**config.mk**
```make
export PLATFORM = sky130hd
export DESIGN_NAME = pio_exec_ctrl_flat
export DESIGN_NICKNAME = d
export VERILOG_FILES = /design/src/rtl/pio_pkg.sv /design/src/rtl/pio_exec_ctrl_if.sv /design/src/rtl/pio_jmp_cond.sv /design/src/rtl/pio_exec_ctrl.sv /design/src/flat_wrapper.sv
export SDC_FILE = /design/constraint.sdc
export NUM_CORES = 1
export LEC_CHECK = 0
export BUFFER_PORTS_ARGS = -buffer_cell sky130_fd_sc_hd__buf_2
export CAP_MARGIN = 20
export CORE_MARGIN = 2
export CORE_UTILIZATION = 55
export DETAILED_ROUTE_END_ITERATION = 12
export PLACE_DENSITY = 0.81
export RECOVER_POWER = 100
export SYNTH_ARGS = -nofsm -noshare
export SYNTH_HDL_FRONTEND = slang
export SYNTH_SLANG_ARGS = --single-unit
```
**constraint.sdc**
```tcl
create_clock -name clk -period 4.2 [get_ports clk]
set_input_delay 0.63 -clock clk [delete_from_list [all_inputs] [get_ports clk]]
set_output_delay 0.63 -clock clk [all_outputs]
set_load 0.01 [all_outputs]
```
**src/rtl/pio_pkg.sv**
```systemverilog
// Shared codes for the PIO execution controller: opcodes, JMP conditions,
// SET destinations, WAIT sources and the controller state type.
package pio_pkg;

  localparam logic [2:0] OP_JMP  = 3'b000;
  localparam logic [2:0] OP_WAIT = 3'b001;
  localparam logic [2:0] OP_SET  = 3'b111;

  localparam logic [2:0] JC_ALWAYS = 3'b000;
  localparam logic [2:0] JC_X_ZERO = 3'b001;
  localparam logic [2:0] JC_X_DEC  = 3'b010;
  localparam logic [2:0] JC_Y_ZERO = 3'b011;
  localparam logic [2:0] JC_Y_DEC  = 3'b100;
  localparam logic [2:0] JC_X_NE_Y = 3'b101;
  localparam logic [2:0] JC_PIN    = 3'b110;
  localparam logic [2:0] JC_OSR_NE = 3'b111;

  localparam logic [2:0] SD_X = 3'b001;
  localparam logic [2:0] SD_Y = 3'b010;

  localparam logic [1:0] WS_PIN_A  = 2'b00;
  localparam logic [1:0] WS_PIN_B  = 2'b01;
  localparam logic [1:0] WS_IRQ    = 2'b10;
  localparam logic [1:0] WS_ALWAYS = 2'b11;

  typedef enum logic {
    ST_EXEC  = 1'b0,
    ST_DELAY = 1'b1
  } state_e;

  function automatic logic [2:0] instr_opcode(input logic [15:0] instr);
    return instr[15:13];
  endfunction

endpackage

```
**src/rtl/pio_exec_ctrl_if.sv**
```systemverilog
// Instruction/status inputs and PC/scratch outputs of the PIO execution controller.
interface pio_exec_ctrl_if #(
  parameter int PIN_W = 8
);
  logic             sm_en;
  logic [15:0]      instr;
  logic [PIN_W-1:0] pins;
  logic [7:0]       irq_flags;
  logic             osr_empty;
  logic             pc_en;
  logic             jump_en;
  logic [3:0]       jump;
  logic [31:0]      x_out;
  logic [31:0]      y_out;

  modport master (
    output sm_en, instr, pins, irq_flags, osr_empty,
    input  pc_en, jump_en, jump, x_out, y_out
  );

  modport slave (
    input  sm_en, instr, pins, irq_flags, osr_empty,
    output pc_en, jump_en, jump, x_out, y_out
  );
endinterface

```
**src/rtl/pio_jmp_cond.sv**
```systemverilog
// JMP condition evaluator; purely combinational, uses pre-decrement X/Y values.
module pio_jmp_cond
  import pio_pkg::*;
(
  input  logic [2:0]  cond,
  input  logic [31:0] x,
  input  logic [31:0] y,
  input  logic        pin0,
  input  logic        osr_empty,
  output logic        taken
);

  always_comb begin
    taken = 1'b0;
    case (cond)
      JC_ALWAYS: taken = 1'b1;
      JC_X_ZERO: taken = (x == 32'd0);
      JC_X_DEC:  taken = (x != 32'd0);
      JC_Y_ZERO: taken = (y == 32'd0);
      JC_Y_DEC:  taken = (y != 32'd0);
      JC_X_NE_Y: taken = (x != y);
      JC_PIN:    taken = pin0;
      JC_OSR_NE: taken = ~osr_empty;
      default:   taken = 1'b0;
    endcase
  end

endmodule

```
**src/rtl/pio_exec_ctrl.sv**
```systemverilog
// PIO execution controller: decodes JMP/WAIT/SET, runs the per-instruction delay,
// drives PC advance/jump and owns scratch registers X and Y.
module pio_exec_ctrl
  import pio_pkg::*;
#(
  parameter int PIN_W = 8
) (
  input  logic            clk,
  input  logic            rst,
  pio_exec_ctrl_if.slave  bus
);

  state_e           r_state, w_state_nxt;
  logic [4:0]       r_cnt, w_cnt_nxt;
  logic [31:0]      r_x, r_y, w_x_nxt, w_y_nxt;

  logic [PIN_W-1:0] w_pins;
  logic [2:0]       w_op;
  logic [4:0]       w_delay;
  logic [2:0]       w_arg;
  logic             w_wait_lvl;
  logic             w_wait_ok;
  logic             w_stall;
  logic             w_taken;
  logic             w_pc_en;
  logic             w_jump_en;

  assign w_pins  = bus.pins;
  assign w_op    = instr_opcode(bus.instr);
  assign w_delay = bus.instr[12:8];
  assign w_arg   = bus.instr[7:5];

  always_comb begin
    w_wait_lvl = 1'b0;
    case (bus.instr[6:5])
      WS_PIN_A, WS_PIN_B: w_wait_lvl = w_pins[bus.instr[2:0]];
      WS_IRQ:             w_wait_lvl = bus.irq_flags[bus.instr[2:0]];
      default:            w_wait_lvl = bus.instr[7];
    endcase
  end

  assign w_wait_ok = (bus.instr[6:5] == WS_ALWAYS) || (w_wait_lvl == bus.instr[7]);
  assign w_stall   = (w_op == OP_WAIT) && !w_wait_ok;

  pio_jmp_cond u_jmp_cond (
    .cond      (w_arg),
    .x         (r_x),
    .y         (r_y),
    .pin0      (w_pins[0]),
    .osr_empty (bus.osr_empty),
    .taken     (w_taken)
  );

  // rst gates the outputs combinationally so nothing advances while it is held.
  always_comb begin
    w_state_nxt = r_state;
    w_cnt_nxt   = r_cnt;
    w_x_nxt     = r_x;
    w_y_nxt     = r_y;
    w_pc_en     = 1'b0;
    w_jump_en   = 1'b0;
    if (!rst && bus.sm_en) begin
      if (r_state == ST_EXEC) begin
        if (!w_stall) begin
          w_pc_en = 1'b1;
          if (w_delay != 5'd0) begin
            w_state_nxt = ST_DELAY;
            w_cnt_nxt   = w_delay;
          end
          case (w_op)
            OP_JMP: begin
              w_jump_en = w_taken;
              if (w_arg == JC_X_DEC) w_x_nxt = r_x - 32'd1;
              if (w_arg == JC_Y_DEC) w_y_nxt = r_y - 32'd1;
            end
            OP_SET: begin
              if (w_arg == SD_X) w_x_nxt = {27'd0, bus.instr[4:0]};
              if (w_arg == SD_Y) w_y_nxt = {27'd0, bus.instr[4:0]};
            end
            default: ;
          endcase
        end
      end else begin
        if (r_cnt == 5'd1) begin
          w_state_nxt = ST_EXEC;
          w_cnt_nxt   = 5'd0;
        end else begin
          w_cnt_nxt = r_cnt - 5'd1;
        end
      end
    end
  end

  always_ff @(posedge clk or posedge rst) begin
    if (rst) begin
      r_state <= ST_EXEC;
      r_cnt   <= 5'd0;
      r_x     <= 32'd0;
      r_y     <= 32'd0;
    end else begin
      r_state <= w_state_nxt;
      r_cnt   <= w_cnt_nxt;
      r_x     <= w_x_nxt;
      r_y     <= w_y_nxt;
    end
  end

  assign bus.pc_en   = w_pc_en;
  assign bus.jump_en = w_jump_en;
  assign bus.jump    = (w_op == OP_JMP) ? bus.instr[3:0] : 4'd0;
  assign bus.x_out   = r_x;
  assign bus.y_out   = r_y;

endmodule

```
**src/flat_wrapper.sv**
```systemverilog
// flat-port wrapper written by rule: the top's interface ports become plain ports
module pio_exec_ctrl_flat import pio_pkg::*;
#(
  parameter int PIN_W = 8
)
  (clk, rst, bus_sm_en, bus_instr, bus_pins, bus_irq_flags, bus_osr_empty, bus_pc_en, bus_jump_en, bus_jump, bus_x_out, bus_y_out);
  pio_exec_ctrl_if #(.PIN_W(PIN_W)) bus_i ();
  input  logic clk;
  input  logic rst;
  input wire logic [$bits(bus_i.sm_en)-1:0] bus_sm_en;
  input wire logic [$bits(bus_i.instr)-1:0] bus_instr;
  input wire logic [$bits(bus_i.pins)-1:0] bus_pins;
  input wire logic [$bits(bus_i.irq_flags)-1:0] bus_irq_flags;
  input wire logic [$bits(bus_i.osr_empty)-1:0] bus_osr_empty;
  output wire logic [$bits(bus_i.pc_en)-1:0] bus_pc_en;
  output wire logic [$bits(bus_i.jump_en)-1:0] bus_jump_en;
  output wire logic [$bits(bus_i.jump)-1:0] bus_jump;
  output wire logic [$bits(bus_i.x_out)-1:0] bus_x_out;
  output wire logic [$bits(bus_i.y_out)-1:0] bus_y_out;
  assign bus_i.sm_en = bus_sm_en;
  assign bus_i.instr = bus_instr;
  assign bus_i.pins = bus_pins;
  assign bus_i.irq_flags = bus_irq_flags;
  assign bus_i.osr_empty = bus_osr_empty;
  assign bus_pc_en = bus_i.pc_en;
  assign bus_jump_en = bus_i.jump_en;
  assign bus_jump = bus_i.jump;
  assign bus_x_out = bus_i.x_out;
  assign bus_y_out = bus_i.y_out;
  pio_exec_ctrl #(.PIN_W(PIN_W)) u_core (.clk(clk), .rst(rst), .bus(bus_i));
endmodule
```
# Word-level counts from Yosys, hierarchy flattened
# Index checks and enable logic that the tools add are counted.
# totals
ff_bits	70
inputBits	36
# op_classes
add_sub_neg	3
order_cmp	1
n_eq_ne	20
muxes	28
bitwise	3
n_reduce_logical	19
# ops
op	n
$mux W32	4
$pmux W32 S2	2
$logic_not A32 Y1	2
$reduce_bool A32 Y1	2
$sub A32 B1 Y32 const B	2
$ne A32 B32 Y1	1
$mux W5	4
$eq A3 B3 Y1 const B	5
$mux W1	13
$reduce_and A6 Y1	2
$ne A2 B1 Y1 const B	5
$pmux W1 S8	1
$bmux W1 S3	2
$eq A3 B1 Y1 const B	2
$eq A3 B2 Y1 const B	2
$logic_not A3 Y1	2
$eq A5 B1 Y1 const B	1
$reduce_bool A5 Y1	1
$sub A5 B1 Y5 const B	1
$eq A2 B2 Y1 const B	2
$lt A3 B4 Y1 const B	1
$mux W4	1
$reduce_bool A2 Y1	2
$not A1 Y1	3
other kinds (9)	11

# Depth between registers and ports, before layout
# Gate-level depths: netlist of the first run.
# depth
ltp_word	10
depth_mapped	9
ltp_nobuf	8

# Hierarchy
# A second synthesis of the first run with hierarchy kept.
# hier_totals
cells_unflattened	593
area_unflattened_um2	4803.4
# by_module_without_submodules
mod	n_inst	cells_each	area_each_um2
pio_exec_ctrl	1	518	4261.6
pio_jmp_cond	1	75	541.8

# Worst setup path before layout of the first run
# Ideal clock, no wire load.
# synth_path
path_kind	input to register
start	input rst
end	register u_core.r_x[16] (netlist: u_core.bus.x_out[16])
setup_ns	0.160
t_arrival_ns	3.563
required_ns	4.040
setup_slack_ns	0.477
cell_stages	6
n_path_buf	0
path_cell_list	inv_1 > nand2_1 > nor2_1 > nand2_1 > nor4_1 > nor2_1
# synth_between
elab_chain_len	3
# synth_lines
item	line	text
start: declaration	flat_wrapper.sv:9	input logic rst;
$logic_not A1 Y1	pio_exec_ctrl.sv:62	if (!rst && bus.sm_en) begin
$logic_and A1 B1 Y1	pio_exec_ctrl.sv:62	
$reduce_and A6 Y1 (no line)	-	
end signal: assignment	pio_exec_ctrl.sv:103	r_x <= w_x_nxt;
end: declaration	pio_exec_ctrl.sv:15	logic [31:0] r_x, r_y, w_x_nxt, w_y_nxt;
# Every way passes these cells.
# A chain may end at the register's enable or synchronous reset.

# Final worst setup path of the first run
# layout_path
start	register u_core.r_y[14] (netlist: u_core.bus.y_out[14])
end	output bus_jump_en
# layout_between
elab_chain_len	6
word_cells_on_any_way	8
classes_between	eq/ne: 1; mux: 5; reduce/logical: 2
# layout_lines
item	line	text
start: declaration	pio_exec_ctrl.sv:15	
start signal: assignment	pio_exec_ctrl.sv:104	r_y <= w_y_nxt;
$ne A32 B32 Y1 (tied with other cells)	pio_jmp_cond.sv:21	JC_X_NE_Y: taken = (x != y);
$pmux W1 S8 (*)	pio_jmp_cond.sv:15	case (cond)
$mux W1 (*)	pio_exec_ctrl.sv:70	case (w_op)
$mux W1 (*)	pio_exec_ctrl.sv:64	if (!w_stall) begin
$mux W1 (*)	pio_exec_ctrl.sv:63	if (r_state == ST_EXEC) begin
$mux W1 (*)	pio_exec_ctrl.sv:62	
end: declaration	flat_wrapper.sv:16	output wire logic [$bits(bus_i.jump_en)-1:0] bus_jump_en;
# Every way passes the cells marked *; elsewhere a longest branch is shown, timed or not.

==> flow_summary.json, run 1 <==
{
  "grtUsageTotal_pct": 32.1,
  "post_cts_resized": 0,
  "hpwl_mm": 10.3,
  "syn_nets": 602,
  "path_class": "reg -> out",
  "swShare_pct": 34.6,
  "ys_top_cells_by_area": "dfrtp_1 (38%), xnor2_1 (6.8%), o21ai_0 (6.6%)",
  "die_height_um": 96.0,
  "clock_skew_ns": 0.0109,
  "io_pins": 106,
  "cts.sinks": 70,
  "grt_antenna_before_repair": 0,
  "cts_tree": "yes",
  "final_cell_mix": "clkbuf_1 (73), dfrtp_1 (70), nor2_1 (68), o21ai_0 (61), nand2_1 (52)",
  "dieArea_sq_um": 9210,
  "gp_congestion": 0.939,
  "crit_fanout": 10,
  "drv_cap": 1,
  "crit_required_ns": 3.57,
  "placementRows": 33,
  "ys.flop_type": "dfrtp_1",
  "p_switching_w": 0.000590,
  "synth_edf_count": 0,
  "power.density_nw_per_um2": 319,
  "worstHoldEndpoint": "u_core.r_cnt[3]$_DFFE_PP0P_",
  "ctsHoldBuffers": 0,
  "drtIter0Drc": 482,
  "cp-start-kind": "register",
  "finalMaxSlewViolations": 71,
  "fillers": 745,
  "drt-vias-per-instance": 6.30,
  "synthArstFlopShare_pct": 100,
  "peakVddDrop_mv": 0.180,
  "worstSetupEndpointType": "output port",
  "drt_wl_total_mm": 14.2,
  "synth_top_area_share_pct": 37.6,
  "pwr-share-clk_pct": 29.5,
  "comb_power_share_pct": 24.9,
  "first_global_vias": 4383,
  "fin_tns_setup_ns": 0,
  "fin_crit_ns": 3.66,
  "min_from": "bus_instr[11]",
  "drc_errors": 0,
  "relSlewSlack_pct": -19.2,
  "num-nets-final": 699,
  "internal_power_w": 0.00111,
  "ff2ff_setup_slack_ns": 1.08,
  "yosys.area.top_type": "dfrtp_1",
  "holdPathStages": 2,
  "grt_pass1_wl_mm": 22.5,
  "numPortBuffers": 105,
  "worstReg2RegStart": "u_core.bus.y_out[0]$_DFFE_PP0P_",
  "vias": 4830,
  "fmax_mhz": 274,
  "leakage_nw": 2.25,
  "clk_latency_ns": 0.36,
  "syn_avg_cell_area_sq_um": 8.31,
  "ys_ff_latch": 70,
  "r2r-end": "u_core.bus.y_out[22]$_DFFE_PP0P_",
  "min_path_type": "in -> reg",
  "final_common_cell": "clkbuf_1",
  "path_clk_slew_ns": 0.08,
  "syn_inst": 560,
  "antenna_left": 0,
  "min_period_over_period_pct": 87.0,
  "syn_area_sq_um": 4650,
  "rsz0062_at_grt": "false",
  "critPathArrivalTime_ns": 3.03,
  "avgRoutedWirePerCell_um": 18.5,
  "final_area_sq_um": 5340,
  "core_area_sq_um": 8220,
  "cts_buffers": 9,
  "cts-root-buf": "clkbuf_8",
  "firstDrtPassIters": 6,
  "yosysSeqAreaShare_pct": 37.6,
  "reg2regPathDepth": 8,
  "diodes": 0,
  "ys_warn_count": 0,
  "worstMarginPinSlew_ns": 1.79,
  "grt_max_degree": 71,
  "setup_viol": 0,
  "pwr-share-seq_pct": 45.6,
  "overflow": 0,
  "status": "complete, but fails checks",
  "synth.distinct_cells": 55,
  "cts_setup_buffers": 0,
  "clock_path_buffers": 2,
  "h-tree-depth": 3,
  "fp.dieW_um": 96.0,
  "start_util_pct": 56.6,
  "violations": "max-capacitance violations, max-slew violations",
  "dpl_cell_area_sq_um": 5270,
  "drive_above_1_share_pct": 10.9,
  "area_growth_pct": 14.7,
  "hold_viol": 0
}
-- how the worst max path moves through the flow --
stage	slack [ns]	from	to
after floorplan	0.48	rst	u_core.bus.x_out[16]$_DFFE_PP0P_
after detailed placement	0.95	u_core.bus.y_out[14]$_DFFE_PP0P_	bus_jump_en
after global routing	0.43	u_core.bus.y_out[14]$_DFFE_PP0P_	bus_jump_en
final	0.54	u_core.bus.y_out[14]$_DFFE_PP0P_	bus_jump_en
after global placement	0.99	u_core.bus.y_out[14]$_DFFE_PP0P_	bus_jump_en
after CTS	0.54	u_core.bus.y_out[14]$_DFFE_PP0P_	bus_jump_en
-- state kept, by name (all words and copies together), names as in the netlist --
signal            cells
u_core.bus.x_out     32
u_core.bus.y_out     32
u_core.r_cnt          5
u_core.r_state        1
-- per-layer routing --
| layer | wire length, um | track usage (%) | up-vias |
|---|---|---|---|
| met5 | 0 | 0 | - |
| met4 | 451 | 12.4 | 0 |
| met3 | 1600 | 8.61 | 45 |
| met2 | 6360 | 49.0 | 310 |
| met1 | 5740 | 43.5 | 2255 |
| li1 | - | - | 2220 |
-- cells in the mapped netlist (3+ instances only) --
library cell	instances
dfrtp_1	70
a31oi_1	5
a22o_1	6
ha_1	6
a221o_1	3
xor2_1	18
nor2b_1	9
or4_1	3
mux2i_1	8
nand4b_1	3
clkbuf_1	26
nor4_1	12
nor3_1	24
nand3_1	21
and2_1	6
nand4_1	25
a21oi_1	19
a22oi_1	3
o41ai_1	4
o31ai_1	10
and3_1	3
inv_1	13
nand2_1	52
or3_1	8
nor2_1	68
xnor2_1	36
nand2b_1	3
o21ai_0	61
-- area by class of cell --
| type | instances | area, sq um | area share, % |
|---|---|---|---|
| well taps | 105 | 131 | 2.46 |
| flip-flops and latches | 70 | 1750 | 32.8 |
| multi-input cells | 447 | 2720 | 51.0 |
| clock buffers | 11 | 141 | 2.65 |
| inverters | 13 | 48.8 | 0.914 |
| clock inverters | 5 | 33.8 | 0.633 |
| repair buffers | 116 | 508 | 9.51 |
-- cell families after synthesis --
| logic type | share of synthesized area (%) |
|---|---|
| muxes | 2.69 |
| xor gates and xnor gates | 10.2 |
| buffers and inverters | 3.84 |
| DFF | 37.6 |
| adders and majority gates | 1.61 |
| and+or+nand+nor | 27.4 |
| AOI/OAI and AO/OA | 16.6 |
-- metrics by stage --
step / instances / setup WS [ns] / hold slack, ns / total power [W] / utilization (%)
6_report: 767 / 0.544 / 0.516 / 0.00171 / 65.0
5_1_grt: 767 / 0.431 / 0.527 / 0.00180 / 65.0
4_1_cts: 767 / 0.542 / 0.512 / 0.00170 / 66.3
3_5_place_dp: 751 / 0.949 / 0.537 / 0.00121 / 64.1
3_3_place_gp: 751 / 0.986 / 0.526 / 0.00119 / 64.1
2_1_floorplan: 560 / 0.477 / 0.511 / 0.00108 / -
-- critical path, stage by stage (launching register included) --
cell,delay [ns]
dfrtp_1,0.49
or4_4,0.53
or4b_4,0.55
nor4_4,0.16
buf_4,0.21
nand3_2,0.07
o211a_1,0.24
o31ai_2,0.25
buf_2,0.17
-- power by group through the flow --
stage | sequential, W | combinational, W | clock [W]
after global placement | 0.000784 | 0.000406 | 0
final | 0.000777 | 0.000425 | 0.000503
after CTS | 0.000774 | 0.000423 | 0.000507
after detailed placement | 0.000786 | 0.000420 | 0
after floorplan | 0.000772 | 0.000304 | 0
after global routing | 0.000784 | 0.000475 | 0.000540
Note: power is estimated with default switching activity, not from simulation.
==> run 2: changes to the inputs <==
--- a/config.mk
+++ b/config.mk
@@ -11,7 +11,6 @@
 export CORE_UTILIZATION = 55
 export DETAILED_ROUTE_END_ITERATION = 12
 export PLACE_DENSITY = 0.81
-export RECOVER_POWER = 100
 export SYNTH_ARGS = -nofsm -noshare
 export SYNTH_HDL_FRONTEND = slang
 export SYNTH_SLANG_ARGS = --single-unit
==> flow_summary.json, run 2 (same netlist as run 1, synthesis figures left out) <==
{
  "grt_use_met2_pct": 49.0,
  "grt_antenna_before_repair": 0,
  "min_path_type": "in -> reg",
  "area_growth_pct": 17.0,
  "clock_skew_ns": 0.0127,
  "final_cells": 767,
  "fmax_mhz": 273,
  "fin_crit_ns": 3.66,
  "drv_cap": 0,
  "top_usage_layer": "met2",
  "power.density_nw_per_um2": 315,
  "dp_slack_ns": 0.949,
  "h-tree-depth": 3,
  "crit_fanout": 10,
  "final_cell_mix": "buf_2 (105), dfrtp_1 (70), nor2_1 (68), o21ai_0 (61), nand2_1 (52)",
  "min_period_over_period_pct": 87.2,
  "grt_pass1_wl_mm": 22.5,
  "hold_viol": 0,
  "core_area_sq_um": 8220,
  "path_buf_inv": 2,
  "start_util_pct": 56.6,
  "path_cells": "or4_4 > or4b_4 > nor4_4 > buf_4 > nand3_2 > o211a_1 > o31ai_2 > buf_2",
  "pwr-share-seq_pct": 45.3,
  "vias": 4837,
  "drtIter0Drc": 395,
  "num-nets-final": 699,
  "placementRows": 33,
  "die_height_um": 96.0,
  "leakage_nw": 2.55,
  "clock_path_buffers": 2,
  "cts_buffers": 9,
  "avgRoutedWirePerCell_um": 18.5,
  "grt_util_met3_pct": 8.61,
  "use_met1_pct": 43.5,
  "drc_errors": 0,
  "critical-path-top-delay-family": "simple AND/OR/NAND/NOR gates",
  "cts_setup_buffers": 0,
  "numPortBuffers": 105,
  "crit_required_ns": 3.57,
  "final_common_cell": "buf_2",
  "status": "finished clean",
  "worstSetupEndpointType": "output port",
  "diodes": 0,
  "ctsHoldBuffers": 0,
  "dpl.cell_count": 751,
  "cp_slowest_cell": "or4b_4",
  "cts.sinks": 70,
  "peakVddDrop_mv": 0.180,
  "path_class": "reg -> out",
  "fillers": 700,
  "drt-vias-per-instance": 6.31,
  "fp.dieW_um": 96.0,
  "comb_power_share_pct": 25.2,
  "p_switching_w": 0.000593,
  "post_cts_resized": 0,
  "pwr-share-clk_pct": 29.4,
  "hpwl_mm": 10.3,
  "setup_viol": 0,
  "dieArea_sq_um": 9210,
  "clk_latency_ns": 0.36,
  "fin_tns_setup_ns": 0,
  "power.total_w": 0.00171,
  "firstDrtPassIters": 5,
  "cts_tree": "yes",
  "critPathArrivalTime_ns": 3.03,
  "grt_max_degree": 71,
  "relSlewSlack_pct": 39.3,
  "slowest_delay_ns": 0.55,
  "overflow": 0,
  "grtUsageTotal_pct": 32.1,
  "rsz0062_at_grt": "false",
  "drt_wl_total_mm": 14.2,
  "fin_ws_ns": 0.536,
  "gp_congestion": 0.939,
  "cts-root-buf": "clkbuf_8",
  "worstMarginPinSlew_ns": 0.911,
  "swShare_pct": 34.6,
  "io_pins": 106,
  "path_clk_slew_ns": 0.08,
  "finalMaxSlewViolations": 0,
  "antenna_left": 0,
  "cp-start-kind": "register",
  "internal_power_w": 0.00112,
  "whs_ns": 0.517,
  "drive_above_1_share_pct": 22.1,
  "first_global_vias": 4383
}
[run 2: cell type report]
type,instances,area (sq um),share of cell area [%]
clock buffer,11,141,2.60
timing repair buffer,116,608,11.2
sequential,70,1750,32.2
multi-input combinational,447,2730,50.1
inverter,13,48.8,0.896
tap,105,131,2.41
clock inverter,5,33.8,0.621
[run 2: worst register-to-register path, stage by stage (launching register included)]
cell	delay [ns]
dfrtp_1	0.47
inv_1	0.14
ha_1	0.20
nor3b_1	0.50
and3_1	0.34
nor2b_1	0.58
nand2_1	0.20
or3_2	0.44
a21oi_1	0.17
[run 2: per-stage QoR]
stage                     instance area [sq um]  utilization [%]
after global placement                     5270             64.1
final                                      5440             66.3
after detailed placement                   5270             64.1
after CTS                                  5440             66.3
after floorplan                            4650                -
after global routing                       5440             66.3
[run 2: path summary, 6_finish.rpt]
| path | endpoint | slack (ns) | from | cells past startpoint |
|---|---|---|---|---|
| worst min-delay path | u_core.r_cnt[3]$_DFFE_PP0P_ | 0.52 | bus_instr[11] | 2 |
| max in group asynchronous | u_core.r_cnt[1]$_DFFE_PP0P_ | 3.04 | rst | 3 |
| worst max-delay path | bus_jump_en | 0.54 | u_core.bus.y_out[14]$_DFFE_PP0P_ | 8 |
| worst min register to register | u_core.r_cnt[1]$_DFFE_PP0P_ | 0.55 | u_core.r_cnt[1]$_DFFE_PP0P_ | 1 |
| worst max register to register | u_core.bus.y_out[22]$_DFFE_PP0P_ | 1.09 | u_core.bus.y_out[0]$_DFFE_PP0P_ | 8 |
| min in group asynchronous | u_core.r_cnt[4]$_DFFE_PP0P_ | 0.55 | rst | 3 |
[run 2: power groups by stage]
stage / clock, W / combinational [W] / sequential [W]
final: 0.000504 / 0.000433 / 0.000777
after global routing: 0.000540 / 0.000481 / 0.000783
after CTS: 0.000507 / 0.000423 / 0.000774
after detailed placement: 0 / 0.000420 / 0.000786
after global placement: 0 / 0.000406 / 0.000784
after floorplan: 0 / 0.000304 / 0.000772
[run 2: routing by layer]
layer	share of wire, %	vias to the layer above	wire [um]
met4	3.2	0	458
met1	40	2239	5740
met2	45	332	6380
li1	-	2218	-
met3	12	48	1650
met5	0	-	0
==> run 3: changes to the inputs <==
--- a/config.mk
+++ b/config.mk
@@ -8,9 +8,9 @@
 export BUFFER_PORTS_ARGS = -buffer_cell sky130_fd_sc_hd__buf_2
 export CAP_MARGIN = 20
 export CORE_MARGIN = 2
-export CORE_UTILIZATION = 55
+export CORE_UTILIZATION = 40
 export DETAILED_ROUTE_END_ITERATION = 12
-export PLACE_DENSITY = 0.81
+export SLEW_MARGIN = 10
 export SYNTH_ARGS = -nofsm -noshare
 export SYNTH_HDL_FRONTEND = slang
 export SYNTH_SLANG_ARGS = --single-unit
==> constraint.sdc (replaced) <==
create_clock -name clk -period 4.2 [get_ports clk]
set_input_delay 0.63 -clock clk [delete_from_list [all_inputs] [get_ports clk]]
set_output_delay 0.63 -clock clk [all_outputs]
set_load 0.05 [all_outputs]
==> flow_summary.json, run 3 (same netlist as run 1, synthesis figures left out) <==
{
  "fin_crit_ns": 3.78,
  "drt-vias-per-instance": 5.86,
  "slowest_delay_ns": 0.62,
  "avgRoutedWirePerCell_um": 18.8,
  "hold_viol": 0,
  "fin_ws_ns": 0.420,
  "leakage_nw": 2.63,
  "dpl.cell_count": 790,
  "finalMaxSlewViolations": 0,
  "drive_above_1_share_pct": 22.2,
  "relSlewSlack_pct": 38.4,
  "reg2regPathDepth": 8,
  "status": "finished clean",
  "path_cells": "or4_1 > or3_1 > nor4b_1 > nor3_1 > o31ai_2 > buf_2",
  "cts-root-buf": "clkbuf_16",
  "antenna_left": 0,
  "pwr-share-seq_pct": 36.6,
  "fmax_mhz": 265,
  "numPortBuffers": 105,
  "dieArea_sq_um": 12500,
  "num-nets-final": 700,
  "peakVddDrop_mv": 0.222,
  "die_height_um": 112,
  "power.density_nw_per_um2": 376,
  "core_area_sq_um": 11400,
  "seqCellArea_sq_um": 1750,
  "min_path_type": "in -> reg",
  "h-tree-depth": 3,
  "crit_required_ns": 3.57,
  "path_clk_slew_ns": 0.06,
  "drt_wl_total_mm": 15.2,
  "critPathArrivalTime_ns": 3.15,
  "gp_congestion": 0.933,
  "overflow": 0,
  "crit_fanout": 7,
  "dp_slack_ns": 0.815,
  "diodes": 0,
  "grt_pass1_wl_mm": 24.3,
  "start_util_pct": 40.9,
  "clock_path_buffers": 2,
  "min_from": "bus_instr[12]",
  "swShare_pct": 31.5,
  "holdPathStages": 2,
  "grt_antenna_before_repair": 0,
  "fillers": 1110,
  "final_cell_mix": "buf_2 (105), dfrtp_1 (70), nor2_1 (68), o21ai_0 (61), nand2_1 (52)",
  "grtUsageTotal_pct": 24.8,
  "worstSetupEndpointType": "output port",
  "internal_power_w": 0.00146,
  "clk_latency_ns": 0.35,
  "worstMarginPinSlew_ns": 0.923,
  "cts_setup_buffers": 0,
  "fin_tns_setup_ns": 0,
  "drv_cap": 0,
  "cp_slowest_cell": "nor4b_1",
  "firstDrtPassIters": 7,
  "comb_power_share_pct": 22.9,
  "post_cts_resized": 0,
  "final_cells": 806,
  "pwr-share-clk_pct": 40.5,
  "clock_skew_ns": 0.00794,
  "crit_start": "u_core.bus.x_out[14]$_DFFE_PP0P_",
  "path_class": "reg -> out",
  "setup_viol": 0,
  "p_switching_w": 0.000672,
  "whs_ns": 0.534,
  "first_global_vias": 4357,
  "hpwl_mm": 11.0,
  "min_period_over_period_pct": 90.0,
  "cts_buffers": 9,
  "grt_max_degree": 71,
  "vias": 4720,
  "fin_util_pct": 49.8,
  "io_pins": 106,
  "multi_input_area_sq_um": 2730,
  "placementRows": 39,
  "worstReg2RegStart": "u_core.bus.y_out[0]$_DFFE_PP0P_",
  "cts.sinks": 70,
  "cp-start-kind": "register",
  "fp.dieW_um": 112,
  "cts_tree": "yes",
  "rsz0062_at_grt": "false",
  "ctsHoldBuffers": 0,
  "drc_errors": 0,
  "final_common_cell": "buf_2",
  "drtIter0Drc": 315,
  "area_growth_pct": 21.7
}
[run 3: cell count changes in the layout (fill, tap and decap cells not counted)]
cell	change
clkbuf_8	-7
buf_4	+1
clkinvlp_4	-1
bufinv_16	+2
inv_6	-1
inv_2	-1
clkbuf_16	+9
clkinv_2	-1
[run 3: worst paths after layout]
kind                                               endpoint  slack, ns
hold / removal                  u_core.r_cnt[4]$_DFFE_PP0P_       0.53
min in group asynchronous       u_core.r_cnt[4]$_DFFE_PP0P_       0.62
hold reg to reg                 u_core.r_cnt[1]$_DFFE_PP0P_       0.57
max in group asynchronous  u_core.bus.x_out[14]$_DFFE_PP0P_       2.99
setup / recovery                                bus_jump_en       0.42
setup reg to reg           u_core.bus.y_out[22]$_DFFE_PP0P_       1.06
[run 3: area by class of cell]
cell class / instances / share of cell area, %
multi-input cells: 447 / 48.2
flip-flops and latches: 70 / 30.9
repair buffers: 117 / 10.9
clock buffers: 13 / 4.77
well taps: 143 / 3.16
clock inverters: 3 / 1.15
inverters: 13 / 0.928
[run 3: layer usage]
layer | vias up | share of wire (%) | track usage (%)
met4 | 0 | 4.3 | 13.6
met5 | - | 0 | 0
met1 | 2224 | 47 | 36.6
li1 | 2227 | - | -
met3 | 42 | 7.2 | 4.08
met2 | 227 | 42 | 34.6
[run 3: power groups by stage]
| stage | sequential, W | combinational (W) | clock (W) |
|---|---|---|---|
| 4_1_cts | 0.000778 | 0.000485 | 0.000873 |
| 2_1_floorplan | 0.000822 | 0.000309 | 0 |
| 3_3_place_gp | 0.000787 | 0.000474 | 0 |
| 5_1_grt | 0.000788 | 0.000542 | 0.000901 |
| 3_5_place_dp | 0.000788 | 0.000482 | 0 |
| 6_report | 0.000780 | 0.000489 | 0.000863 |
[run 3: stage by stage]
step	instance area, sq um	total power, W
floorplan	4660	0.00113
global placement	5330	0.00126
detailed placement	5330	0.00127
CTS	5660	0.00214
global route	5660	0.00223
finish	5660	0.00213
[run 3: critical path: cells and delay by family, from the launching register on]
kind            cells  cell delay, ns
flops               1            0.45
buf+inv             1            0.30
compound gates      1            0.25
simple gates        4            1.80
